--- src/rtl/fdiv_seq.sv ---
// fdiv_seq: sequential IEEE-754 single divider (restoring, RNE, FTZ); FDIV_SEQ_EARLY_SPECIAL_EN sends zero/inf cases straight to DONE
module fdiv_seq #(
  parameter int ITER = 26
) (
  input  logic        clk,
  input  logic        rstn,
  input  logic [31:0] x,
  input  logic [31:0] y,
  input  logic        valid_in,
  output logic        ready_in,
  output logic [31:0] res,
  output logic        valid_out,
  input  logic        ready_out
);
`ifdef FDIV_SEQ_EARLY_SPECIAL_EN
  localparam bit EARLY = 1'b1;
`else
  localparam bit EARLY = 1'b0;
`endif
  localparam int CW = $clog2(ITER);
  typedef enum logic [1:0] {IDLE, DIV, ROUND, DONE} state_t;
  state_t state, state_nx;
  logic [31:0] xr, yr, rounded;
  logic [24:0] rem, bm, diff;
  logic [25:0] q;
  logic [CW-1:0] cnt;
  logic [32:0] sp_in, sp_reg;
  logic [22:0] m, f;
  logic signed [9:0] e0, e1;
  logic acc, ge, g, st, c, s;
  function automatic logic [32:0] special(input logic [31:0] a, input logic [31:0] b);
    logic sg;
    sg = a[31] ^ b[31];
    return a[30:23] == 8'h0 ? {1'b1, sg, 31'b0}
         : (b[30:23] == 8'h0 || a[30:0] == 31'h7F80_0000) ? {1'b1, sg, 8'hFF, 23'b0}
         : 33'b0;
  endfunction
  assign ready_in  = state == IDLE;
  assign valid_out = state == DONE;
  assign acc       = valid_in & ready_in;
  assign bm        = {2'b01, yr[22:0]};
  assign sp_in     = special(x, y);
  assign sp_reg    = special(xr, yr);
  // one restoring step, then normalise and round the finished quotient
  always_comb begin
    ge = rem >= bm;
    diff = ge ? rem - bm : rem;
    s = xr[31] ^ yr[31];
    m = q[25] ? q[24:2] : q[23:1];
    g = q[25] ? q[1] : q[0];
    st = (q[25] & q[0]) | (rem != 25'd0);
    {c, f} = {1'b0, m} + {23'b0, g & (st | m[0])};
    e0 = 10'(xr[30:23]) - 10'(yr[30:23]) + (q[25] ? 10'sd127 : 10'sd126);
    e1 = e0 + {9'b0, c};
    rounded = e1 >= 10'sd255 ? {s, 8'hFF, 23'b0} : e1 <= 10'sd0 ? {s, 31'b0} : {s, e1[7:0], f};
  end
  // state register
  always_ff @(posedge clk or negedge rstn)
    if (!rstn) state <= IDLE;
    else state <= state_nx;
  // next-state sequencing
  always_comb begin
    state_nx = state;
    unique case (state)
      IDLE:    state_nx = valid_in ? ((EARLY && sp_in[32]) ? DONE : DIV) : IDLE;
      DIV:     state_nx = cnt == CW'(ITER - 1) ? ROUND : DIV;
      ROUND:   state_nx = DONE;
      DONE:    state_nx = ready_out ? IDLE : DONE;
      default: state_nx = IDLE;
    endcase
  end
  // operand capture, quotient bit generation and result register
  always_ff @(posedge clk or negedge rstn)
    if (!rstn) begin
      xr  <= '0;
      yr  <= '0;
      rem <= '0;
      q   <= '0;
      cnt <= '0;
      res <= '0;
    end else begin
      if (acc) begin
        xr  <= x;
        yr  <= y;
        rem <= {2'b01, x[22:0]};
        q   <= '0;
        cnt <= '0;
      end else if (state == DIV) begin
        rem <= diff << 1;
        q   <= {q[24:0], ge};
        cnt <= cnt + 1'b1;
      end
      if (state == ROUND) res <= sp_reg[32] ? sp_reg[31:0] : rounded;
      if (acc && EARLY && sp_in[32]) res <= sp_in[31:0];
    end
endmodule

--- config.mk ---
export PLATFORM = sky130hd
export DESIGN_NAME = fdiv_seq
export DESIGN_NICKNAME = d
export VERILOG_FILES = /design/src/rtl/fdiv_seq.sv
export SDC_FILE = /design/constraint.sdc
export NUM_CORES = 1
export LEC_CHECK = 0
export CORE_ASPECT_RATIO = 1.25
export CORE_UTILIZATION = 30
export DETAILED_ROUTE_END_ITERATION = 8
export PLACE_DENSITY_LB_ADDON = 0.15
export SLEW_MARGIN = 20
export SYNTH_ARGS = -nofsm -noshare
export SYNTH_HDL_FRONTEND = slang
export SYNTH_SLANG_ARGS = --single-unit
--- constraint.sdc ---
create_clock -name clk -period 6.3 [get_ports clk]
set_input_delay 1.26 -clock clk [delete_from_list [all_inputs] [get_ports clk]]
set_output_delay 1.26 -clock clk [all_outputs]
set_load 0.005 [all_outputs]
* After elaboration in Yosys (flattened, before gate mapping) *
Cells that the tools add are included.
Widths: inputs -> output; s select.

word-level totals
  logic and storage cells = 52
  input port bits = 68
  register bits after elaboration = 154
  output and inout port bits = 34

cells by class
  bitwise logic cells = 6
  $add $sub $neg = 6
  multiplexer cells = 19
  equal/unequal tests = 5
  reduce and logical (&&, ||, !) cells = 6
  $lt $le $gt $ge = 3

operators by type and width
  kind                  number
  $mux 33               2
  $mux 31               2
  $mux 26               2
  $mux 25               2
  $mux 32               1
  $eq 31x31->1 const B  1
  $ge 25x24->1          1
  $reduce_bool 25->1    1
  $add 23x1->24         1
  $mux 24               1
  $sub 24x24->24        1
  $mux 23               1
  $logic_not 8->1       2
  $add 10x1->10         1
  $add 9x8->10          1
  $ge 10x9->1 const B   1
  $le 10x1->1 const B   1
  $mux 5                2
  $sub 8x8->9           1
  $pmux 2 s4            1
  $add 5x1->5 const B   1
  $eq 5x5->1 const B    1
  $eq 2x2->1 const B    2
  $mux 2                2
  other kinds (8)       13

* Logic depth before layout (Yosys ltp) *
Gate-level depths: netlist (run 1).

  depth after elaboration = 10
  gate-level depth with buffers = 20
  depth with buffers taken out = 18

* Worst setup path after synthesis (run 1) *
OpenSTA, ideal clock, no wires.

  kind = reg-to-reg
  from = reg q[4]
  to = reg res[11]
  period minus slack after synthesis = 3.767 ns
  stages on the path, launching flop included = 20
  data required time = 6.179 ns
  slack = 2.533 ns
  setup time = 0.121 ns
  buffers on the path = 2
  arrival = 3.646 ns
  cell sequence = dfrtp_1 > clkbuf_1 > nand2_1 > a21oi_1 > and4b_1 > nand2_1 > nor2_1 > nand3_1 > nor2_1 > fa_1 > inv_1 > ha_1 > xor2_1 > nor3_1 > nand2_1 > or4_1 > nand4b_1 > a311oi_4 > buf_6 > a22o_1

on the way
  word-level cells in the longest chain between the ends = 7
  elaborated cells on any way between the ends = 8
  classes of those cells = 2 x add/sub; 2 x order compare; 4 x mux

ends and longest elaborated chain
  item                    line  RTL
  from (decl)             25    logic [25:0] q;
  from (signal assigned)  90    q <= {q[24:0], ge};
  $mux 23 *               49    m = q[25] ? q[24:2] : q[23:1];
  $add 23x1->24 *         52    {c, f} = {1'b0, m} + {23'b0, g & (st | m[0])};
  $add 10x1->10           54    e1 = e0 + {9'b0, c};
  $le 10x1->1             55    rounded = e1 >= 10'sd255 ? {s, 8'hFF, 23'b0} : e1 <= 10'sd0 ? {s, 31'b0} : {s, e1[7:0], f};
  $mux 31                 55
  $mux 31 *               55
  $mux 32 *               93    if (state == ROUND) res <= sp_reg[32] ? sp_reg[31:0] : rounded;
  to (signal assigned)    93
  to (signal assigned)    94    if (acc && EARLY && sp_in[32]) res <= sp_in[31:0];
  to (decl)               11    output logic [31:0] res,

Every way passes the cells marked *; elsewhere a longest branch is shown, timed or not.
A chain may end at the register's enable or synchronous reset.

* Worst setup path after layout (run 1) *
  from = reg q[25]
  to = reg res[10]

on the way
  word-level cells in the longest chain between the ends = 10
  elaborated cells on any way between the ends = 15
  classes of those cells = 3 x add/sub; 2 x order compare; 6 x mux; 4 x bitwise

ends and longest elaborated chain
  item           line  RTL
  $and 1x1->1    51    st = (q[25] & q[0]) | (rem != 25'd0);
  $or 1x1->1     51
  $or 1x1->1     52
  $and 1x1->1    52
  $add 23x1->24  52
  $add 10x1->10  54
  $le 10x1->1    55
  $mux 31        55
  $mux 31 *      55
  $mux 32 *      93

Marked as above.

==> metrics.cfg, run 1 <==
[min_path]
hold_path.class = flop to flop
hold_depth = 2

[worst_setup_path]
crit_slowest_cell = a311oi_4
timing.rr.end = res[10]$_DFFE_PN0N_
required_ps = 6650
cp_max_fo = 25
cp.arrival_ps = 5160
endpoint_kind = flop
path_class = flop to flop
crit_start = q[25]$_DFFE_PN0P_
r2r_start = q[25]$_DFFE_PN0P_
r2r_cells = 18
cp-start-kind = flop
critPathMaxStageDelay_ps = 900
r2r_slack_ps = 1500
endpoint = res[10]$_DFFE_PN0N_
cp_cell_sequence = nand2_1 -> a21oi_1 -> and4b_1 -> nand2_1 -> nor2_1 -> nand3_1 -> nor2_1 -> fa_1 -> inv_1 -> ha_1 -> xor2_1 -> nor3_1 -> nand2b_1 -> nor4_1 -> o21ai_1 -> nand4b_1 -> a311oi_4 -> a32o_1

[cts]
cts_hold_buf = 0
post_cts_buffers = 0
cts.path.max_buffers = 2
clock-sinks = 154
clkLatencyLatePin_ps = 420
cts_htree_levels = 4
cts_resized = 0
tritoncts = yes
cts_inserted_buffers = 17
path_clk_slew_ps = 70
ctsRootBufferMaster = clkbuf_16

[detailed_routing]
first_pass_iters = 5
vias = 7340
drt_wl_total_um = 23500
vias_per_cell = 4.84
drc = 0
wl_per_cell_um = 15.5
ant_nets = 0
drtIter0Drc = 386

[finish]
final_common_cell = nand2_1
nets = 1215
finalCoreUtilization = 0.374
layout-drive-gt1-share = 0.0553
fillers = 3031
antenna_cells = 0
area_delta_synth_final_pct = 22.1
final_cell_mix = nand2_1, dfrtp_1, clkdlybuf4s50_1, o21ai_0, nor2_1

[yosys]
synth_cells = 1034
yosys-top-cells-area = dfrtp_1, nand2_1, o21ai_0
synth_top_area_frac = 0.429
synth_edf_count = 0
ys_seq_area_frac = 0.429
yosys_warnings = 0
ys.flop_type = dfrtp_1
syn-cell-area_sq_um = 8980
ys_seq_elements = 154
avgSynthCellArea_sq_um = 8.69
yosysTopAreaCell = dfrtp_1
yosysUniqueCellTypes = 62
async_reset_ff_frac = 1.00
synth_nets = 1140

[placed_design]
post-dp-hpwl_um = 16900
pre_cts_ws_ps = 1480
gp_congestion = 0.841
io_buffers = 101

[pwr]
p_leak_nw = 4.68
power_density_nw_per_um2 = 601
power.ir.vdd_worst_v = 0.000219
fin_total_pwr_w = 0.00659

[global_route]
grt_usage = 0.160
grt_max_degree = 78
antenna_found_initial = 0
grt_pass1_wl_um = 38600
grt_overflow = 0
grt_pass1_vias = 7232

[sta]
max_freq_mhz = 208
fin_crit_sh = 0.762
worst_pin_slew_ps = 989
holdWs_ps = 478
fin_tns_setup_ps = 0
fin_skew_ps = 11.0
drv_slew = 0
min_period_ps = 4800
hold_viol_final = 0
rsz0062_at_grt = no
slew_headroom = 0.341
setup_ws_ps = 1500
setup_violations = 0

[run]
cap_viol_max_count = 0

[floorplan]
die_height_um = 195
dieWidth_um = 157
io_pins = 102
num_rows = 70
die_area_sq_um = 30600
core_area_sq_um = 29300
start_util = 0.306

[outcome]
status = complete, no violations

routing by layer:
| layer | GRT usage | share of wire | vias to the layer above |
|---|---|---|---|
| met5 | 0 | 0 | - |
| met4 | 0.0465 | 0.014 | 0 |
| met3 | 0.0240 | 0.026 | 14 |
| met2 | 0.268 | 0.49 | 115 |
| met1 | 0.213 | 0.47 | 3460 |
| li1 | - | - | 3751 |
worst max-delay path, delay by kind of cell (launching register included):
kind | cells | cell delay [ps]
adders and majority gates | 2 | 380
and+or+nand+nor | 10 | 1750
AOI/OAI and AO/OA | 4 | 1670
xor gates and xnor gates | 1 | 250
DFF | 1 | 610
buffers and inverters | 1 | 50
Yosys cell counts, drive strengths merged (3+ instances only):
master,n
a21o,8
nor2b,12
o31ai,6
xor2,26
and2,5
o211ai,11
a31oi,8
a211oi,8
nor2,45
buf,10
mux2,4
nor4,15
o21a,9
ha,35
a22oi,16
dfrtp,154
fa,3
a21oi,40
inv,42
nor3,10
o21ai,114
a22o,21
xnor2,29
mux2i,27
clkbuf,45
a32o,3
nand4,14
nand2,246
a221oi,3
nand3,22
nand2b,12
and3,3
state kept, by name, indices dropped and copies added (netlist names):
signal and count:
res 32, state 2, q 26, xr 32, rem 25, cnt 5
yr 32
report_power, final:
part / internal [W] / leakage [nW] / switching, W
clock network: 0.000668 / 0.307 / 0.000445
logic: 0.00158 / 2.42 / 0.00201
registers: 0.00146 / 1.95 / 0.000424
worst min-delay path by stage:
stage / to / from
detailed placement: xr[17]$_DFFE_PN0P_ / xr[17]$_DFFE_PN0P_
floorplan: xr[10]$_DFFE_PN0P_ / xr[10]$_DFFE_PN0P_
global placement: xr[17]$_DFFE_PN0P_ / xr[17]$_DFFE_PN0P_
finish: xr[7]$_DFFE_PN0P_ / xr[7]$_DFFE_PN0P_
CTS: xr[17]$_DFFE_PN0P_ / xr[17]$_DFFE_PN0P_
global route: xr[8]$_DFFE_PN0P_ / xr[8]$_DFFE_PN0P_
final cells by class:
class | count | area [sq um] | share of cell area
tap | 396 | 495 | 0.0452
clock buffer | 18 | 429 | 0.0392
timing repair buffer | 111 | 1090 | 0.0992
inverter | 42 | 158 | 0.0144
clock inverter | 14 | 194 | 0.0177
sequential | 154 | 3850 | 0.352
multi-input combinational | 783 | 4740 | 0.433
stage by stage:
stage	area, sq um	std cells
6_report	11000	1518
5_1_grt	11000	1518
4_1_cts	11000	1518
3_5_place_dp	10300	1486
3_3_place_gp	10300	1486
2_1_floorplan	8980	1034
logic make-up after synthesis:
kind of cell	synth area share
XOR/XNOR	0.0553
AND/OR/NAND/NOR	0.191
multiplexers	0.0351
flip-flops	0.429
buffers and inverters	0.0436
adder cells (fa/ha/maj)	0.0554
AO/OA/AOI/OAI	0.191
Note: power is estimated with default switching activity, not from simulation.
==> run 2: changes to the inputs <==
Clock period 6.3 ns to 4.55 ns, I/O delays scaled along.
==> metrics.cfg, run 2 (synthesis results as in run 1) <==
[outcome]
status = complete, no violations

[pwr]
p_int_w = 0.00512  ; +38%
clockPowerShare = 0.161  ; -0.008
power_frac_seq = 0.280  ; -0.006
combPwrFrac = 0.559  ; +0.014
p_sw_frac = 0.449  ; +0.0115
p_leak_nw = 4.71  ; +0.60%
power_density_nw_per_um2 = 839  ; +40%
switchingPower_w = 0.00418  ; +45%
power.ir.vdd_worst_v = 0.000291  ; +33%

[cts]
tritoncts = yes
cts_inserted_buffers = 17  ; unchanged
cts_htree_levels = 4  ; unchanged
clock-sinks = 154  ; unchanged
path_clk_slew_ps = 70  ; about the same
clkLatencyLatePin_ps = 430  ; about the same
ctsRootBufferMaster = clkbuf_16
cts.path.max_buffers = 2  ; unchanged
cts_hold_buf = 0  ; unchanged

[global_route]
grt_max_degree = 87  ; +12%
grt_overflow = 0  ; unchanged
grt_usage = 0.165  ; +0.00438
grt_pass1_wl_um = 39700  ; +2.8%
grt_pass1_vias = 7425  ; +2.7%
antenna_found_initial = 1  ; +1

[finish]
stdcell_count = 1527  ; +0.59%
top_regs = res: 32 flops, xr: 32 flops, yr: 32 flops
antenna_cells = 0  ; unchanged
area_delta_synth_final_pct = 23.4
fillers = 2998  ; -1.1%
final_cell_mix = nand2_1, dfrtp_1, clkdlybuf4s50_1, o21ai_0, nor2_1
nets = 1224  ; +0.74%
final_common_cell = nand2_1
layout-drive-gt1-share = 0.0637  ; +0.00840

[min_path]
hold_path.class = primary input to async pin

[worst_setup_path]
path_class = flop to flop
cp_max_fo = 20  ; -20%
endpoint_kind = flop
cp.arrival_ps = 4500  ; -660 ps
required_ps = 4870  ; -1780 ps
cp-start-kind = flop

[sta]
hold_viol_final = 0  ; unchanged
min_period_ps = 4170  ; -629 ps
slew_headroom = 0.374  ; +0.0329
max_freq_mhz = 240  ; +15%
setup_ws_ps = 376  ; -1120 ps
fin_skew_ps = 12.4  ; +1.43 ps
fin_crit_sh = 0.917  ; +0.155
setup_violations = 0  ; unchanged
worst_pin_slew_ps = 932  ; -56.5 ps
drv_slew = 0  ; unchanged

[floorplan]
num_rows = 70  ; unchanged
die_area_sq_um = 30600  ; unchanged
io_pins = 102  ; unchanged
dieWidth_um = 157  ; unchanged
die_height_um = 195  ; unchanged
start_util = 0.306  ; unchanged
core_area_sq_um = 29300  ; unchanged

[run]
cap_viol_max_count = 0  ; unchanged

[detailed_routing]
wl_per_cell_um = 15.9  ; +2.5%
first_pass_iters = 4  ; -1
drtIter0Drc = 373  ; -3.4%
vias_per_cell = 4.83  ; -0.16%
vias = 7372  ; +0.44%
ant_nets = 0  ; unchanged
drc = 0  ; unchanged
drt_wl_total_um = 24200  ; +3.2%

[placed_design]
io_buffers = 101  ; unchanged
gp_congestion = 0.822  ; -2.2%
dp.cells = 1491  ; +0.34%
post-dp-hpwl_um = 17300  ; +2.5%
pre_cts_ws_ps = 144  ; -1340 ps

==> run 2: area by class of cell <==
type	count	area (sq um)	area share
multi-input combinational	784	4770	0.431
sequential	154	3850	0.348
timing repair buffer	119	1180	0.107
tap	396	495	0.0447
clock buffer	19	443	0.0400
clock inverter	13	170	0.0154
inverter	42	158	0.0142
==> run 2: worst max-delay path, cell delays in order (launching register included) <==
cell,delay [ps]
dfrtp_2,440
buf_4,210
nor2b_1,170
a21oi_1,50
and4b_1,360
nand2_1,190
nor2_1,200
nand3_1,130
nor2_1,140
fa_1,170
inv_1,50
ha_1,210
xor2_1,260
nand3_1,110
nor3_1,720
a311oi_4,210
buf_12,200
a32o_1,240
==> run 2: metal layers <==
| layer | part of all wire | global-route usage | vias to the layer above |
|---|---|---|---|
| met2 | 0.50 | 0.284 | 105 |
| met4 | 0.015 | 0.0516 | 0 |
| met5 | 0 | 0 | - |
| met1 | 0.46 | 0.214 | 3474 |
| li1 | - | - | 3768 |
| met3 | 0.022 | 0.0191 | 25 |
==> run 2: worst paths after layout <==
path,endpoint,slack (ps),start,depth (start not counted)
worst max-delay path,res[10]$_DFFE_PN0N_,380,q[25]$_DFFE_PN0P_,17
worst min-delay path,xr[12]$_DFFE_PN0P_,460,rstn,1
worst max register to register,res[10]$_DFFE_PN0N_,380,q[25]$_DFFE_PN0P_,17
worst min register to register,xr[1]$_DFFE_PN0P_,470,xr[1]$_DFFE_PN0P_,2
max in group asynchronous,res[24]$_DFFE_PN0N_,3170,rstn,2
min in group clk,xr[1]$_DFFE_PN0P_,470,xr[1]$_DFFE_PN0P_,2
==> run 2: timing repair <==
| action | 4_1_cts | 5_1_grt |
|---|---|---|
| gates resized for setup | 0 | 2 |
| endpoints found under the setup margin | 0 | 23 |
| setup buffers | 0 | 3 |
==> run 2: per-stage QoR <==
stage	power [W]	setup TNS [ps]	instance area (sq um)	hold slack [ps]	util
finish	0.00930	0	11100	458	0.378
global route	0.0102	-15.1	11100	503	0.378
CTS	0.00925	0	11000	478	0.375
detailed placement	0.00771	0	10400	463	0.354
floorplan	0.00632	0	8980	446	-
global placement	0.00767	0	10400	460	0.354
==> run 2: power groups by stage <==
stage / clock network (W) / logic [W] / registers [W]
6_report: 0.00150 / 0.00520 / 0.00260
5_1_grt: 0.00159 / 0.00588 / 0.00271
4_1_cts: 0.00154 / 0.00511 / 0.00261
3_5_place_dp: 0 / 0.00509 / 0.00262
3_3_place_gp: 0 / 0.00505 / 0.00262
2_1_floorplan: 0 / 0.00391 / 0.00240
